<file path="config.mk">
export PLATFORM = sky130hd
export DESIGN_NAME = result_display
export DESIGN_NICKNAME = d
export VERILOG_FILES = /design/src/rtl/result_display_pkg.sv /design/src/rtl/result_display_seg7_decode.sv /design/src/rtl/result_display.sv
export SDC_FILE = /design/constraint.sdc
export NUM_CORES = 1
export LEC_CHECK = 0
export CORE_MARGIN = 2
export CORE_UTILIZATION = 60
export CTS_BUF_LIST = sky130_fd_sc_hd__clkbuf_4 sky130_fd_sc_hd__clkbuf_8
export DETAILED_ROUTE_END_ITERATION = 7
export GPL_TIMING_DRIVEN = 0
export PLACE_DENSITY = 0.85
export SLEW_MARGIN = 20
export SYNTH_ARGS = -nofsm -noshare
export SYNTH_HDL_FRONTEND = slang
export SYNTH_SLANG_ARGS = --single-unit
</file>
<file path="constraint.sdc">
create_clock -name clk -period 2.9 [get_ports clk]
set_input_delay 0.87 -clock clk [delete_from_list [all_inputs] [get_ports clk]]
set_output_delay 0.87 -clock clk [all_outputs]
set_load 0.02 [all_outputs]
</file>
<file path="src/rtl/result_display_pkg.sv">
// rtl/result_display_pkg.sv - shared segment constants and FSM state type for result_display
package result_display_pkg;

    // Active-low segment patterns, bit order {g,f,e,d,c,b,a}
    localparam logic [6:0] SEG_BLANK = 7'b1111111;
    localparam logic [6:0] SEG_MINUS = 7'b0111111;

    localparam logic [6:0] SEG_DIGIT [0:7] = '{
        7'b1000000,
        7'b1111001,
        7'b0100100,
        7'b0110000,
        7'b0011001,
        7'b0010010,
        7'b0000010,
        7'b1111000
    };

    // Active-low digit enables: an[0] = magnitude digit, an[1] = sign digit
    localparam logic [1:0] AN_OFF  = 2'b11;
    localparam logic [1:0] AN_MAG  = 2'b10;
    localparam logic [1:0] AN_SIGN = 2'b01;

    typedef enum logic [1:0] {
        IDLE = 2'd0,
        HOLD = 2'd1,
        SHOW = 2'd2
    } state_t;

    // Sign digit pattern: minus for negative, otherwise dark
    function automatic logic [6:0] sign_pattern(input logic neg);
        return neg ? SEG_MINUS : SEG_BLANK;
    endfunction

endpackage

</file>
<file path="src/rtl/result_display_seg7_decode.sv">
// rtl/result_display_seg7_decode.sv - 3-bit digit to active-low 7-segment decoder
module seg7_decode (
    input  logic [2:0] digit,
    output logic [6:0] seg
);
    import result_display_pkg::*;

    // Table lookup; every 3-bit code has a defined glyph
    always_comb begin
        seg = SEG_DIGIT[digit];
    end

endmodule

</file>
<file path="src/rtl/result_display.sv">
// rtl/result_display.sv - result capture with minimum hold time and two-digit multiplexed display
module result_display #(
    parameter int SCAN_DIV    = 50000,
    parameter int HOLD_CYCLES = 1000
) (
    input  logic       clk,
    input  logic       rst_n,
    input  logic [4:0] result,
    input  logic       zeroflag,
    input  logic       res_valid,
    output logic       res_ready,
    output logic [6:0] seg,
    output logic [1:0] an,
    output logic       zero_led,
    output logic       disp_valid
);
    import result_display_pkg::*;

    localparam int SCAN_W = (SCAN_DIV > 1) ? $clog2(SCAN_DIV) : 1;
    localparam int HOLD_W = (HOLD_CYCLES > 1) ? $clog2(HOLD_CYCLES) : 1;
    localparam logic [SCAN_W-1:0] SCAN_LAST = SCAN_W'(SCAN_DIV - 1);
    localparam logic [HOLD_W-1:0] HOLD_LOAD = HOLD_W'(HOLD_CYCLES - 1);

    state_t              state_q, state_d;
    logic [HOLD_W-1:0]   hold_cnt_q, hold_cnt_d;
    logic [SCAN_W-1:0]   scan_cnt_q, scan_cnt_d;
    logic                dig_sel_q, dig_sel_d;
    logic                sign_q, sign_d;
    logic [2:0]          mag_q, mag_d;
    logic                zero_led_q, zero_led_d;
    logic                disp_valid_q, disp_valid_d;
    logic                res_ready_q, res_ready_d;
    logic [6:0]          seg_q, seg_d;
    logic [1:0]          an_q, an_d;
    logic [6:0]          mag_seg;
    logic                transfer;
    logic                scan_wrap;

    // result[3] carries no information for this display
    logic unused_result_bit;
    assign unused_result_bit = result[3];

    assign transfer  = res_valid && res_ready_q;
    assign scan_wrap = (scan_cnt_q == SCAN_LAST);

    seg7_decode u_decode (
        .digit (mag_q),
        .seg   (mag_seg)
    );

    // Free-running scan counter; the digit select flips each time it wraps
    always_comb begin
        scan_cnt_d = scan_wrap ? '0 : scan_cnt_q + SCAN_W'(1);
        dig_sel_d  = dig_sel_q ^ scan_wrap;
    end

    // Capture on transfer; a zero magnitude never shows a minus sign
    always_comb begin
        sign_d       = sign_q;
        mag_d        = mag_q;
        zero_led_d   = zero_led_q;
        disp_valid_d = disp_valid_q;
        if (transfer) begin
            sign_d       = result[4] && (result[2:0] != 3'd0);
            mag_d        = result[2:0];
            zero_led_d   = zeroflag;
            disp_valid_d = 1'b1;
        end
    end

    // Handshake FSM: a captured value is held for HOLD_CYCLES before ready returns
    always_comb begin
        state_d     = state_q;
        hold_cnt_d  = hold_cnt_q;
        res_ready_d = res_ready_q;
        case (state_q)
            IDLE, SHOW: begin
                res_ready_d = 1'b1;
                if (transfer) begin
                    state_d     = HOLD;
                    hold_cnt_d  = HOLD_LOAD;
                    res_ready_d = 1'b0;
                end
            end
            HOLD: begin
                res_ready_d = 1'b0;
                if (hold_cnt_q == '0) begin
                    state_d     = SHOW;
                    res_ready_d = 1'b1;
                end else begin
                    hold_cnt_d = hold_cnt_q - HOLD_W'(1);
                end
            end
            default: begin
                state_d     = IDLE;
                hold_cnt_d  = '0;
                res_ready_d = 1'b1;
            end
        endcase
    end

    // Next display drive from the current select and captured value (one-cycle latency)
    always_comb begin
        an_d  = AN_OFF;
        seg_d = SEG_BLANK;
        if (state_q != IDLE) begin
            if (dig_sel_q) begin
                an_d  = AN_SIGN;
                seg_d = sign_pattern(sign_q);
            end else begin
                an_d  = AN_MAG;
                seg_d = mag_seg;
            end
        end
    end

    // All state registers with asynchronous reset to a blank, ready display
    always_ff @(posedge clk or negedge rst_n) begin
        if (!rst_n) begin
            state_q      <= IDLE;
            hold_cnt_q   <= '0;
            scan_cnt_q   <= '0;
            dig_sel_q    <= 1'b0;
            sign_q       <= 1'b0;
            mag_q        <= 3'd0;
            zero_led_q   <= 1'b0;
            disp_valid_q <= 1'b0;
            res_ready_q  <= 1'b1;
            seg_q        <= SEG_BLANK;
            an_q         <= AN_OFF;
        end else begin
            state_q      <= state_d;
            hold_cnt_q   <= hold_cnt_d;
            scan_cnt_q   <= scan_cnt_d;
            dig_sel_q    <= dig_sel_d;
            sign_q       <= sign_d;
            mag_q        <= mag_d;
            zero_led_q   <= zero_led_d;
            disp_valid_q <= disp_valid_d;
            res_ready_q  <= res_ready_d;
            seg_q        <= seg_d;
            an_q         <= an_d;
        end
    end

    assign res_ready  = res_ready_q;
    assign seg        = seg_q;
    assign an         = an_q;
    assign zero_led   = zero_led_q;
    assign disp_valid = disp_valid_q;

endmodule

</file>
After elaboration in Yosys (flattened, before gate mapping):

Memories as Yosys holds them, arrays and structs flattened.
Index checks and enable logic that the tools add are counted.

* $add $sub $neg: 2
* order comparisons: 1
* equality and inequality tests: 6
* multiplexer cells: 17
* bitwise operators: 2
* reduce and logical (&&, ||, !) cells: 9

Operator list (count)
* 2-to-1 mux 7 bit: 5
* 2-to-1 mux 10 bit: 2
* one-hot mux 10 bit (2 select lines): 1
* adder 16 x 1 -> 16 bit (second input constant): 1
* equality test 16 bit (second input constant): 1
* 2-to-1 mux 16 bit: 1
* zero test 10 bit: 1
* subtractor 10 x 1 -> 10 bit (second input constant): 1
* 2-to-1 mux 2 bit: 4
* != test 2 bit (second input constant): 3
* greater-or-equal comparator 4 bit (second input constant): 1
* NOT 3 -> 4 bit: 1
* one-hot mux 2 bit (2 select lines): 1
* AND reduction 2 bit: 2
* nonzero test 3 bit: 1
* equality test 2 x 1 -> 1 bit (second input constant): 1
* equality test 2 bit (second input constant): 1
* logical AND 1 bit: 2
* zero test 2 bit: 1
* 2-to-1 mux 1 bit: 2
* one-hot mux 1 bit (2 select lines): 1
* nonzero test 2 bit: 1
* OR reduction 2 bit: 1
* XOR 1 bit: 1

* register bits: 45
* ROM bits: 56
* input port bits: 9
* memories: 1

Memories
* (no name shown): depth 8, width 7, read ports 1, clocked after memory_dff 0, wr ports 0, RTL line result_display_seg7_decode.sv:10 `seg = SEG_DIGIT[digit];`

Longest topological paths before layout:

* depth in word-level cells: 6
* mapped depth: 6

Hierarchy:

Synthesis repeated with hierarchy kept, for this count alone.

* cell total of the unflattened synthesis: 214
* area, all modules: 2197.1 µm²

Modules (own cells, without submodules)
* result_display: instances 1, cells an instance 195, area each 2044.5 µm², sequential area each 1138.6 µm²
* seg7_decode: instances 1, cells an instance 19, area each 152.6 µm², sequential area each 0.0 µm²

Least setup slack after synthesis:

Ideal clock, no wire load.

* path kind: reg-to-reg
* start point: register hold_cnt_q[0]
* end point: register hold_cnt_q[0]
* setup time: 0.065 ns
* arrival time: 1.844 ns
* required time: 2.835 ns
* slack: 0.991 ns
* cell stages (with the launch flop): 7
* buffers on the path: 0
* cells stage by stage: dfrtp_1 -> inv_1 -> ha_1 -> or4b_4 -> or3_4 -> a21oi_1 -> o22a_1

* longest elaborated chain between the ends: 3
* elaborated cells on any way between the ends: 6
* those cells by class: add/sub: 1; eq/ne: 1; mux: 2; reduce/logical: 2

Ends and longest elaborated chain
* start, declared: RTL line result_display.sv:25 `logic [HOLD_W-1:0] hold_cnt_q, hold_cnt_d;`
* start signal, assigned: RTL line result_display.sv:133 `hold_cnt_q <= hold_cnt_d;`
* subtractor 10 x 1 -> 10 bit or zero test 10 bit (tied branches): RTL line result_display.sv:91, result_display.sv:87
* 2-to-1 mux 10 bit or != test 2 bit (tied branches)
* one-hot mux 10 bit (2 select lines) or AND reduction 2 bit (tied branches)

Several ways; a longest one is shown, not always the timed one. The select of a mux whose other input is x is not followed.
A chain may end at the register's enable or synchronous reset.

Worst setup path after layout:

* start point: register res_ready_q (netlist: res_ready)
* end point: output res_ready

RTL lines
* start, declared: RTL line result_display.sv:32 `logic res_ready_q, res_ready_d;`
* start signal, assigned: RTL line result_display.sv:140 `res_ready_q <= res_ready_d;`
* end, declared: RTL line result_display.sv:11 `output logic res_ready,`

No word-level cell between the ends.

==> Flow_metrics.wiki <==
{| class="wikitable"
! Metric !! Value
|-
| Status || finished, final reports clean
|-
| Post-CTS resize count || 0
|-
| Number of non-filler instances in the completed layout || roughly 280
|-
| Detailed-route DRC error count || 0
|-
| Met3 wire len || 200 microns
|-
| Combined global-route utilization of all metal layers || between 20% and 30%
|-
| Count of vias placed by the detailed router || ~1600
|-
| Crit-path max FO || 6
|-
| Share of Yosys cell area claimed by the top area cell type || about two fifths
|-
| Post-synthesis instance area || approximately 2200 sq um
|-
| Standard-cell row count || 21
|-
| Skew-Pair Late Insertion Delay || 0.36 ns
|-
| Met2 WL post-DR || 1.79 mm
|-
| List of cells traversed by the critical path || clkdlybuf4s50_1
|-
| WL/cell || around 14 microns
|-
| Top_reg_cell synth || sky130_fd_sc_hd__dfrtp_1
|-
| Die Ht || 64.1 microns
|-
| Worst setup path class || flop to primary output
|-
| Initial DRC Count || 77
|-
| Top cells by count, synth || sky130_fd_sc_hd__dfrtp_1 (35), sky130_fd_sc_hd__nor2_1 (21), sky130_fd_sc_hd__nand2_1 (16)
|-
| R2r worst-path depth || 6
|-
| Cell Pwr Density || ~800 nW/um^2
|-
| Data arrival time at the worst-slack endpoint || 1.54 ns
|-
| Setup slack at placement || between 0.5 and 0.6 ns
|-
| Wire length of the first global-routing pass || between 7 and 8 mm
|-
| Clock root cell || sky130_fd_sc_hd__clkbuf_4
|-
| Vias in the first global route || around 1600
|-
| Largest area contributor in the netlist || sky130_fd_sc_hd__dfrtp_1
|-
| Peak ir drop on the vdd network || approximately 540 uV
|-
| Number of antenna violations at the first check in global routing || 0
|-
| Floorplan Core Area || roughly 3400 sq um
|-
| R2R Path Start || hold_cnt_q[0]
|-
| Total buffers and inverters traversed by the critical path || 1
|-
| Count of input and output buffers || 19
|-
| Filler Cells Inserted || 242
|-
| Number of hold violations in the final report || 0
|-
| Min Clock Period, post-route || 2.41 ns
|-
| Top area cells in the synthesized netlist || sky130_fd_sc_hd__dfrtp_1 (40%), sky130_fd_sc_hd__dfstp_2 (12%), sky130_fd_sc_hd__ha_1 (4.0%)
|-
| Half-perimeter wire length after detailed placement || between 2 and 3 mm
|-
| Static leakage || roughly 1.1 nW
|-
| Crit-path max cell delay || ~0.61 ns
|-
| Total placed cells including tap cells || 273
|-
| Most repeated cell in the gate-level netlist after synthesis || sky130_fd_sc_hd__dfrtp_1
|-
| Headroom to the max-slew limit || 56.8%
|-
| Via-to-Cell Ratio || between 5 and 6
|-
| Cell count after synthesis || approximately 210
|-
| Class of the tightest hold or removal check || primary input to asynchronous set/reset pin
|-
| Cell family contributing the most delay on the critical path || buffers and inverters
|-
| Met1 Routed Length || around 1.8 mm
|-
| Num Clock Sinks || between 40 and 50
|-
| Number of buffers inserted by post-CTS setup repair || 0
|-
| Chip width || approximately 64 microns
|-
| Number of different library cells in the post-synthesis netlist || 39
|-
| Area Overhead vs Synth || 15.8%
|-
| Post-Route WL || slightly below 4 mm
|-
| Largest net degree at the start of global routing || 30
|-
| Syn Area/Cell || about 10 sq um
|-
| Number of buffers inserted during clock tree synthesis || 5
|-
| Total power of the final layout || approximately 2.0 mW
|-
| Antenna diode instance count || 0
|-
| Hold-fix buffer count after cts || 0
|-
| Top layer in use || met4
|-
| End of the worst register-to-register path || hold_cnt_q[1]
|-
| Worst Hold Slack || slightly above 0.4 ns
|-
| Fraction of final layout cells with drive strength greater than 1 || 13.6%
|-
| Antenna-violating nets left || 0
|-
| Setup crit end kind || primary output
|-
| Post-layout nets || 250
|-
| R2r setup slk || between 0.7 and 0.8 ns
|-
| Number of warnings printed during yosys synthesis || 0
|-
| Max-cap violations || 0
|-
| Nets in the synthesized netlist || about 220
|-
| Slew at the pin closest to its max-slew limit || 0.648 ns
|-
| Clock transition at path regs || between 0.1 and 0.15 ns
|-
| Effective utilization at floorplan || about 64%
|-
| Maximum clock frequency || 0.414 GHz
|-
| Longest Clk Path Bufs || 2
|-
| Maximum level of the CTS H-tree || 2
|-
| Fin worst setup slack || 0.486 ns
|-
| Final number of max-transition violations || 0
|-
| Setup repair after global routing missed its margin || no
|-
| TritonCTS clock tree || done
|-
| DIE AREA || around 4000 sq um
|-
| Number of top-level design ports || 21
|-
| Number of flip-flops and latches in the synthesized netlist || 45
|-
| Sequential cell area fraction in the yosys report || between 50% and 60%
|-
| Number of optimization iterations in the first detailed-route pass || 4
|-
| Routability-driven placement congestion ratio || roughly 0.90
|-
| Final setup vio count || 0
|-
| Share of the clock period used by the worst path || a little over four fifths
|-
| Aggregate global routing overflow || 0
|-
| Worst endpoint required time || between 2 and 2.5 ns
|-
| Final clock skew || 0.0224 ns
|-
| Startpoint class of the critical path || flop
|-
| Number of enable flip-flop cells after synthesis || 0
|-
| Critical Path Slowest Stage Cell || sky130_fd_sc_hd__clkdlybuf4s50_1
|-
| Asr flop ratio synth || 100%
|}
==> how the worst max path moves through the flow <==
| stage | start | endpoint | slack (ns) | cells past startpoint |
|---|---|---|---|---|
| after floorplan | hold_cnt_q[0] | hold_cnt_q[0] | 0.99 | 6 |
| after global placement | rst_n | scan_cnt_q[12] | -0.17 | 1 |
| after detailed placement | res_valid | hold_cnt_q[0] | 0.50 | 4 |
| after CTS | res_ready | res_ready | 0.46 | 1 |
| after global routing | res_ready | res_ready | 0.42 | 1 |
| final | res_ready | res_ready | 0.49 | 1 |
==> cell type report <==
cell class              count  area, sq um  share of cell area (%)
repair buffers             20          205                    8.18
multi-input cells         144          958                    38.2
well taps                  46         57.6                    2.30
clock buffers               6         45.0                    1.80
plain buffers               4         15.0                   0.599
flip-flops and latches     45         1140                    45.4
inverters                  14         52.6                    2.10
clock inverters             2         35.0                    1.40
==> report_power, final <==
part	switching [mW]	leakage (nW)	internal (mW)	total (mW)
logic	0.386	0.514	0.328	0.714
clock network	0.193	0.0456	0.190	0.383
registers	0.126	0.528	0.817	0.942
==> flip-flops by register name, indices dropped and copies added, names as in the netlist, 2 cells and up <==
| register | cells |
|---|---|
| state_q | 2 |
| an | 2 |
| mag_q | 3 |
| seg | 7 |
| scan_cnt_q | 16 |
| hold_cnt_q | 10 |
==> cell families after synthesis <==
| group | after synthesis | share of synthesized area (%) |
|---|---|---|
| xor gates and xnor gates | 15 | 6.07 |
| AOI/OAI and AO/OA | 37 | 11.3 |
| adders and majority gates | 7 | 4.05 |
| and+or+nand+nor | 78 | 19.4 |
| muxes | 7 | 3.47 |
| DFF | 45 | 52.6 |
| buffers and inverters | 18 | 3.12 |
==> per-stage QoR <==
stage	util, %	setup TNS (ns)	instance area [sq um]
3_5_place_dp	71.6	0	2430
5_1_grt	74.0	0	2510
2_1_floorplan	-	0	2160
4_1_cts	74.0	0	2510
3_3_place_gp	71.2	-5.78	2410
6_report	74.0	0	2510
==> metal layers <==
| metal | track usage, % | vias to the layer above |
|---|---|---|
| li1 | - | 783 |
| met5 | 0 | - |
| met1 | 30.8 | 785 |
| met3 | 5.99 | 7 |
| met2 | 33.3 | 35 |
| met4 | 8.97 | 0 |
==> layout by cell type, fill, tap and decap left out, types with 7 or more instances in the layout <==
cell type / n
sky130_fd_sc_hd__xnor2_1: 8
sky130_fd_sc_hd__inv_1: 14
sky130_fd_sc_hd__nor2_1: 21
sky130_fd_sc_hd__nand2_1: 16
sky130_fd_sc_hd__a21oi_1: 9
sky130_fd_sc_hd__dfstp_2: 10
sky130_fd_sc_hd__o21ai_0: 12
sky130_fd_sc_hd__dfrtp_1: 35
sky130_fd_sc_hd__xor2_1: 7
sky130_fd_sc_hd__ha_1: 7
sky130_fd_sc_hd__clkdlybuf4s50_1: 18
sky130_fd_sc_hd__nand3_1: 7
Power figures use the tool's default switching activity.
